<file path="src/rtl/bitcnt_pkg.sv">
// Shared definitions for the bit-count arbiter: op encodings, FSM state,
// the latched request record and the bit-manipulation helpers used by the core.
package bitcnt_pkg;

    localparam logic [1:0] OP_CPOP = 2'b00;
    localparam logic [1:0] OP_CTZ  = 2'b01;
    localparam logic [1:0] OP_CLZ  = 2'b10;

    typedef enum logic [1:0] {
        IDLE = 2'd0,
        EXEC = 2'd1,
        RESP = 2'd2
    } state_t;

    // Request as captured at grant time; op 11 is carried through and runs as cpop.
    typedef struct packed {
        logic [1:0]  op;
        logic [31:0] rs1;
    } bc_req_t;

    function automatic logic [5:0] popcount32(input logic [31:0] x);
        logic [5:0] c;
        c = '0;
        for (int i = 0; i < 32; i++) begin
            c = c + {5'd0, x[i]};
        end
        return c;
    endfunction

    function automatic logic [31:0] bitrev32(input logic [31:0] x);
        logic [31:0] r;
        r = '0;
        for (int i = 0; i < 32; i++) begin
            r[i] = x[31-i];
        end
        return r;
    endfunction

endpackage

</file>
<file path="src/rtl/bitcnt_arbiter_if.sv">
// Request/response bundle between the requesters and the shared bit-count unit.
// Requester i owns bit i of req_valid/req_ready, req_op[2i+1:2i] and
// req_rs1[XLEN*i +: XLEN]; the single response channel is tagged by rsp_id.
interface bitcnt_arbiter_if #(
    parameter int NREQ = 4,
    parameter int XLEN = 32,
    parameter int IDW  = $clog2(NREQ)
);
    logic [NREQ-1:0]      req_valid;
    logic [NREQ-1:0]      req_ready;
    logic [2*NREQ-1:0]    req_op;
    logic [XLEN*NREQ-1:0] req_rs1;
    logic                 rsp_valid;
    logic                 rsp_ready;
    logic [IDW-1:0]       rsp_id;
    logic [XLEN-1:0]      rsp_rd;

    // Requester / response-consumer side
    modport master (
        output req_valid, req_op, req_rs1, rsp_ready,
        input  req_ready, rsp_valid, rsp_id, rsp_rd
    );

    // Arbiter side
    modport slave (
        input  req_valid, req_op, req_rs1, rsp_ready,
        output req_ready, rsp_valid, rsp_id, rsp_rd
    );
endinterface

</file>
<file path="src/rtl/bitcnt_core.sv">
// Shared clz/ctz/cpop datapath with one registered stage.
// clz is folded into ctz by bit-reversing the operand; ctz is computed as the
// popcount of (x-1)&~x, which naturally yields 32 for a zero operand.
module bitcnt_core
    import bitcnt_pkg::*;
(
    input  logic        clock,
    input  logic        clz,
    input  logic        ctz,
    input  logic [31:0] rs1,
    output logic [31:0] rd
);

    logic [31:0] x;
    logic [31:0] sel;

    // Orient the operand, then pick either the trailing-zero mask or the raw value
    always_comb begin
        x   = clz ? bitrev32(rs1) : rs1;
        sel = (clz || ctz) ? ((x - 32'd1) & ~x) : x;
    end

    // Result register; inputs are held stable by the arbiter while it matters
    always_ff @(posedge clock) begin
        rd <= {26'd0, popcount32(sel)};
    end

endmodule

</file>
<file path="src/rtl/bitcnt_arbiter.sv">
// Round-robin arbiter sharing one bit-count core between NREQ requesters.
// One op in flight: IDLE (grant) -> EXEC (core computes) -> RESP (hold until taken).
// Optional statistics counters are built when BITCNT_ARB_STATS_EN is defined.
module bitcnt_arbiter
    import bitcnt_pkg::*;
#(
    parameter int NREQ = 4,
    parameter int XLEN = 32,
    parameter int IDW  = $clog2(NREQ)
) (
    input  logic        clock,
    input  logic        resetn,
    bitcnt_arbiter_if.slave bus
`ifdef BITCNT_ARB_STATS_EN
    ,
    output logic [31:0] stat_ops,
    output logic [31:0] stat_stall
`endif
);

    state_t         state;
    logic [IDW-1:0] ptr;
    logic [IDW-1:0] lat_id;
    bc_req_t        lat;
    logic           rsp_valid_q;

    logic           grant_any;
    logic [IDW-1:0] grant_id;
    logic [IDW-1:0] cand;
    int             idx;
    bc_req_t        sel_req;
    logic [IDW-1:0] ptr_next;
    logic [31:0]    core_rd;

    // Rotating priority search starting at ptr; lowest offset wins
    always_comb begin
        grant_any = 1'b0;
        grant_id  = ptr;
        idx       = 0;
        cand      = '0;
        for (int k = NREQ - 1; k >= 0; k--) begin
            idx = int'(ptr) + k;
            if (idx >= NREQ) idx = idx - NREQ;
            cand = IDW'(idx);
            if (bus.req_valid[cand]) begin
                grant_any = 1'b1;
                grant_id  = cand;
            end
        end
    end

    // Mux the granted requester's op/operand with constant slices
    always_comb begin
        sel_req = '0;
        for (int i = 0; i < NREQ; i++) begin
            if (grant_id == IDW'(i)) begin
                sel_req.op  = bus.req_op[2*i +: 2];
                sel_req.rs1 = bus.req_rs1[XLEN*i +: XLEN];
            end
        end
    end

    // Ready is only offered from IDLE and never while reset is asserted
    always_comb begin
        bus.req_ready = '0;
        if (resetn && state == IDLE && grant_any) begin
            bus.req_ready[grant_id] = 1'b1;
        end
    end

    assign ptr_next = (lat_id == IDW'(NREQ - 1)) ? '0 : lat_id + IDW'(1);

    // Control FSM: capture on grant, wait one cycle for the core, hold response
    always_ff @(posedge clock) begin
        if (!resetn) begin
            state       <= IDLE;
            ptr         <= '0;
            lat_id      <= '0;
            lat         <= '0;
            rsp_valid_q <= 1'b0;
        end else begin
            case (state)
                IDLE: begin
                    if (grant_any) begin
                        lat    <= sel_req;
                        lat_id <= grant_id;
                        state  <= EXEC;
                    end
                end
                EXEC: begin
                    rsp_valid_q <= 1'b1;
                    state       <= RESP;
                end
                RESP: begin
                    if (bus.rsp_ready) begin
                        rsp_valid_q <= 1'b0;
                        ptr         <= ptr_next;
                        state       <= IDLE;
                    end
                end
                default: begin
                    rsp_valid_q <= 1'b0;
                    state       <= IDLE;
                end
            endcase
        end
    end

    bitcnt_core u_core (
        .clock (clock),
        .clz   (lat.op == OP_CLZ),
        .ctz   (lat.op == OP_CTZ),
        .rs1   (lat.rs1),
        .rd    (core_rd)
    );

    // Core output is free-running, so only expose it while a response is valid
    assign bus.rsp_valid = rsp_valid_q;
    assign bus.rsp_id    = lat_id;
    assign bus.rsp_rd    = rsp_valid_q ? XLEN'(core_rd) : '0;

`ifdef BITCNT_ARB_STATS_EN
    // Count completed responses and cycles spent stalled by the consumer
    always_ff @(posedge clock) begin
        if (!resetn) begin
            stat_ops   <= '0;
            stat_stall <= '0;
        end else if (state == RESP) begin
            if (bus.rsp_ready) stat_ops   <= stat_ops + 32'd1;
            else               stat_stall <= stat_stall + 32'd1;
        end
    end
`endif

endmodule

</file>
<file path="src/flat_wrapper.sv">
// flat-port wrapper written by rule: the top's interface ports become plain ports
module bitcnt_arbiter_flat import bitcnt_pkg::*;
#(
    parameter int NREQ = 4,
    parameter int XLEN = 32,
    parameter int IDW  = $clog2(NREQ)
)
  (clock, resetn, bus_req_valid, bus_req_op, bus_req_rs1, bus_rsp_ready, bus_req_ready, bus_rsp_valid, bus_rsp_id, bus_rsp_rd);
  bitcnt_arbiter_if #(.NREQ(NREQ), .XLEN(XLEN), .IDW(IDW)) bus_i ();
  input  logic clock;
  input  logic resetn;
  input wire logic [$bits(bus_i.req_valid)-1:0] bus_req_valid;
  input wire logic [$bits(bus_i.req_op)-1:0] bus_req_op;
  input wire logic [$bits(bus_i.req_rs1)-1:0] bus_req_rs1;
  input wire logic [$bits(bus_i.rsp_ready)-1:0] bus_rsp_ready;
  output wire logic [$bits(bus_i.req_ready)-1:0] bus_req_ready;
  output wire logic [$bits(bus_i.rsp_valid)-1:0] bus_rsp_valid;
  output wire logic [$bits(bus_i.rsp_id)-1:0] bus_rsp_id;
  output wire logic [$bits(bus_i.rsp_rd)-1:0] bus_rsp_rd;
  assign bus_i.req_valid = bus_req_valid;
  assign bus_i.req_op = bus_req_op;
  assign bus_i.req_rs1 = bus_req_rs1;
  assign bus_i.rsp_ready = bus_rsp_ready;
  assign bus_req_ready = bus_i.req_ready;
  assign bus_rsp_valid = bus_i.rsp_valid;
  assign bus_rsp_id = bus_i.rsp_id;
  assign bus_rsp_rd = bus_i.rsp_rd;
  bitcnt_arbiter #(.NREQ(NREQ), .XLEN(XLEN), .IDW(IDW)) u_core (.clock(clock), .resetn(resetn), .bus(bus_i));
endmodule
</file>
<file path="config.mk">
export PLATFORM = sky130hd
export DESIGN_NAME = bitcnt_arbiter_flat
export DESIGN_NICKNAME = d
export VERILOG_FILES = /design/src/rtl/bitcnt_pkg.sv /design/src/rtl/bitcnt_arbiter_if.sv /design/src/rtl/bitcnt_core.sv /design/src/rtl/bitcnt_arbiter.sv /design/src/flat_wrapper.sv
export SDC_FILE = /design/constraint.sdc
export NUM_CORES = 1
export LEC_CHECK = 0
export BUFFER_PORTS_ARGS = -buffer_cell sky130_fd_sc_hd__buf_2
export CELL_PAD_IN_SITES_DETAIL_PLACEMENT = 2
export CELL_PAD_IN_SITES_GLOBAL_PLACEMENT = 2
export CORE_AREA = 3 3 139 141
export DETAILED_ROUTE_END_ITERATION = 7
export DIE_AREA = 0 0 142 144
export PLACE_DENSITY_LB_ADDON = 0.08
export SLEW_MARGIN = 20
export SYNTH_ARGS = -nofsm -noshare
export SYNTH_HDL_FRONTEND = slang
export SYNTH_SLANG_ARGS = --single-unit
</file>
<file path="constraint.sdc">
create_clock -name clock -period 7.8 [get_ports clock]
set_input_delay 0.78 -clock clock [delete_from_list [all_inputs] [get_ports clock]]
set_output_delay 0.78 -clock clock [all_outputs]
set_load 0.005 [all_outputs]
</file>
==> results.md <==
* Status: completed
* WP buf/inv at 6
* Fin. max-slew vios at 0
* Detailed Routing Iterations Pass 1 at 4
* Critical Path RT at between 8000 and 9000 ps
* Avg Cell Area, Syn at roughly 7.7 um^2
* Capture point of the critical path: u_core.u_core.rd[4]$_DFF_P_
* Cell area after layout at 0.00610 mm^2
* #FFs+latches synth at 47
* DR vias at around 5400
* Unrepaired setup endpoints after global routing: false
* Worst path cell trace: inv_1 -> ha_1 -> or4_1 -> a211o_1 -> or4_1 -> nor4_2 -> mux2i_1 -> fa_1 -> fa_1 -> inv_1 -> fa_1 -> inv_1 -> fa_1 -> fa_1 -> fa_1 -> inv_1 -> ha_1 -> inv_1 -> fa_1 -> inv_1 -> a21o_1 -> a21oi_1 -> xnor2_1
* Finished Layout Cells at 998
* Vias in the first global route at 6020
* Share of cells above drive strength 1 at 0.275
* CTS tree: done
* Largest net degree at the start of global routing at 53
* Core area at 0.0181 mm^2
* WL final at ~21 mm
* Startpoint types: flop
* Grt total ovfl at 0
* Row count at 49
* Hold_buf cts at 0
* Setup violators final at 0
* Setup ws final at 761 ps
* Num CTS Buffers at 5
* Initial antenna violation count at 1
* Post-route ant nets at 0
* CTS clk-pin slew, worst paths at approximately 80 ps
* Most used cell, CP: fa_1
* Max-slew headroom at 0.407
* CP delay by family, top: adder cells
* Setup TNS at 0 ps
* Maximum VDD drop at 357 uV
* Die Y at 144 um
* Synth cell types at 57
* Worst Hold Margin at between 500 and 600 ps
* Flop2flop setup slack at between 700 and 800 ps
* GP Congestion at ~0.85
* Async SR Flop Fraction at 0
* Top cells by area, synth: dfxtp_1 19%, fa_1 9.5%, mux2_2 5.1%
* WL/cell at 21.2 um
* R2r endpoint: u_core.u_core.rd[4]$_DFF_P_
* Initial Util at 0.279
* Worst Hold Class: reg -> reg
* CTS Buffer Depth at 2
* Clk root buf: clkbuf_16
* Crit. path cell count at 23
* Drc violations at 0
* CTS sink cnt at 47
* Crit-path slowest cell: or4_1
* Via/cell ratio at 5.39
* First-pass GRT wire length at 33.8 mm
* Crit path DAT at around 7300 ps
* H-tree lvl count at 2
* Syn Std Cell Area at 0.00504 mm^2
* Worst setup EP type: flop
* Crit-path max cell delay at ~700 ps
* Final min period at 7040 ps
* PwrDens at 385 mW/mm^2
* Setup Fix Bufs, Post-CTS at 0
* Crit-path max FO at 7
* RR Startpoint: u_core.lat[32]$_SDFFE_PN0P_
* HPWL after DPL at between 15 and 20 mm
* Max Clock Freq at 142 MHz
* Die area at 0.0204 mm^2
* DP Cell Count at 989
* Filler cell count at 2120
* Clk_lat worst skew at 310 ps
* Initial DRC count at 242
* Max capacitance violation total at 0
* R2R depth at 23
* Die Wd at 142 um
* Area leader, netlist: dfxtp_1
* Top cell type's share of synthesized area at 0.187
* # resized after CTS at 0
* Slew of the pin with the lowest slew margin at 882 ps
* Number of port buffers at between 150 and 200
* Main synth FF type: dfxtp_1
* Critical path startpoint: u_core.lat[32]$_SDFFE_PN0P_
* Nets at 944
* Post-synthesis sequential area ratio at 0.187
* Yosys Warn Count at 0
* Tcrit/Tclk final at 0.902
* Worst slack, placed at between 700 and 800 ps
* Clock Skews at 10.7 ps
* WS Path Type: reg -> reg
* Number of synthesized flops with an enable pin at 0
* Syn-to-layout area delta at 21.2%
* Placed inst area at 0.00592 mm^2
* Gate count of the mapped netlist at 650
* Final Hold Viols at 0
* Overall Global Routing Usage at 0.209
* Leakage power at 2.81 nW
* I/O pin count at 182
==> Yosys cell counts, drive strengths merged (2+ instances only) <==
cell type and instances:
mux2 24, and4 17, nor4 28, a22oi 6, or4 4, o22ai 2
and3 17, nand2 41, a21boi 3, xnor2 3, fa 24, ha 10
nand3 35, a31oi 20, o21ai 41, a32oi 18, o21a 3, and2 10
dfxtp 47, nor2b 13, nor3 23, a21o 4, nor2 16, buf 33
nor3b 3, clkbuf 50, inv 49, or3 4, nand4 17, mux2i 16
o31a 17, a21oi 18, o2111ai 17, a22o 2
==> per-layer routing <==
metal	vias up	wire length (um)	global-route usage
met3	16	723	0.0288
met1	2652	9400	0.267
li1	2598	-	-
met5	-	0	0
met2	110	10800	0.378
met4	0	243	0.0399
==> final cells by class <==
cell class / count / area, um^2 / share of cell area
Multi-Input combinational cell: 496 / 3640 / 0.596
Sequential cell: 47 / 941 / 0.154
Timing Repair Buffer: 168 / 873 / 0.143
Tap cell: 229 / 287 / 0.0469
Inverter: 49 / 184 / 0.0301
Clock buffer: 6 / 139 / 0.0228
Clock inverter: 2 / 38.8 / 0.00635
Antenna cell: 1 / 2.50 / 0.000410
==> per-stage QoR <==
stage,power [mW],util
3_5_place_dp,2.15,0.327
3_3_place_gp,2.04,0.327
5_1_grt,2.72,0.338
6_report,2.35,0.338
4_1_cts,2.43,0.337
2_1_floorplan,1.68,-
==> tightest hold or removal path, cell delays in order, from the launching register on <==
cell	delay, ps
dfxtp_1	340
nand2_1	60
a21boi_0	70
==> how the worst min path moves through the flow <==
stage	from	end	cells past startpoint
finish	u_core.bus.rsp_id[1]$_SDFFE_PN0P_	u_core.bus.rsp_id[1]$_SDFFE_PN0P_	2
global route	u_core.bus.rsp_id[1]$_SDFFE_PN0P_	u_core.bus.rsp_id[1]$_SDFFE_PN0P_	2
CTS	u_core.bus.rsp_id[1]$_SDFFE_PN0P_	u_core.bus.rsp_id[1]$_SDFFE_PN0P_	2
detailed placement	u_core.bus.rsp_id[1]$_SDFFE_PN0P_	u_core.bus.rsp_id[1]$_SDFFE_PN0P_	2
global placement	u_core.bus.rsp_id[1]$_SDFFE_PN0P_	u_core.bus.rsp_id[1]$_SDFFE_PN0P_	2
floorplan	u_core.lat[31]$_SDFFE_PN0P_	u_core.lat[31]$_SDFFE_PN0P_	2
==> where the power goes <==
part	total (mW)	internal, mW	switching, mW
clock network	0.272	0.162	0.110
registers	0.361	0.310	0.0508
logic	1.72	0.764	0.951
==> registers in the layout, indices dropped and copies added (netlist names) <==
signal,cells
u_core.bus.rsp_id,2
u_core.bus.rsp_valid,1
u_core.state,2
u_core.ptr,2
u_core.u_core.rd,6
u_core.lat,34
==> cells by family (layout without fill, tap and decap cells) <==
group	Yosys count	after routing	share of synthesized area
xor+xnor	4	4	0.00696
buf+inv	132	225	0.118
simple gates	233	233	0.264
mux	40	40	0.0854
other cells	1	27	0.000744
compound gates	159	159	0.218
flops	47	47	0.187
fa+ha+maj	34	34	0.120
==> placed cells by master (no fill, tap or decap), types with 2 or more instances in the layout <==
cell type,instances
a21boi_0,2
a21o_1,4
a21oi_1,17
a22o_1,2
a22oi_1,6
a31oi_1,20
a32oi_1,18
and2_1,10
and3_1,17
and4_1,17
buf_2,155
buf_4,13
clkbuf_16,5
conb_1,26
dfxtp_1,47
fa_1,24
ha_1,10
inv_1,49
mux2_2,23
mux2i_1,16
nand2_1,41
nand3_1,35
nand4_1,17
nor2_1,16
nor2b_1,13
nor3_1,20
nor3_2,3
nor3b_1,2
nor4_1,26
o2111ai_1,17
o21a_1,3
o21ai_0,40
o22ai_1,2
o31a_1,17
or3_1,4
or4_1,4
xnor2_1,3
Note: power is estimated with default switching activity, not from simulation.
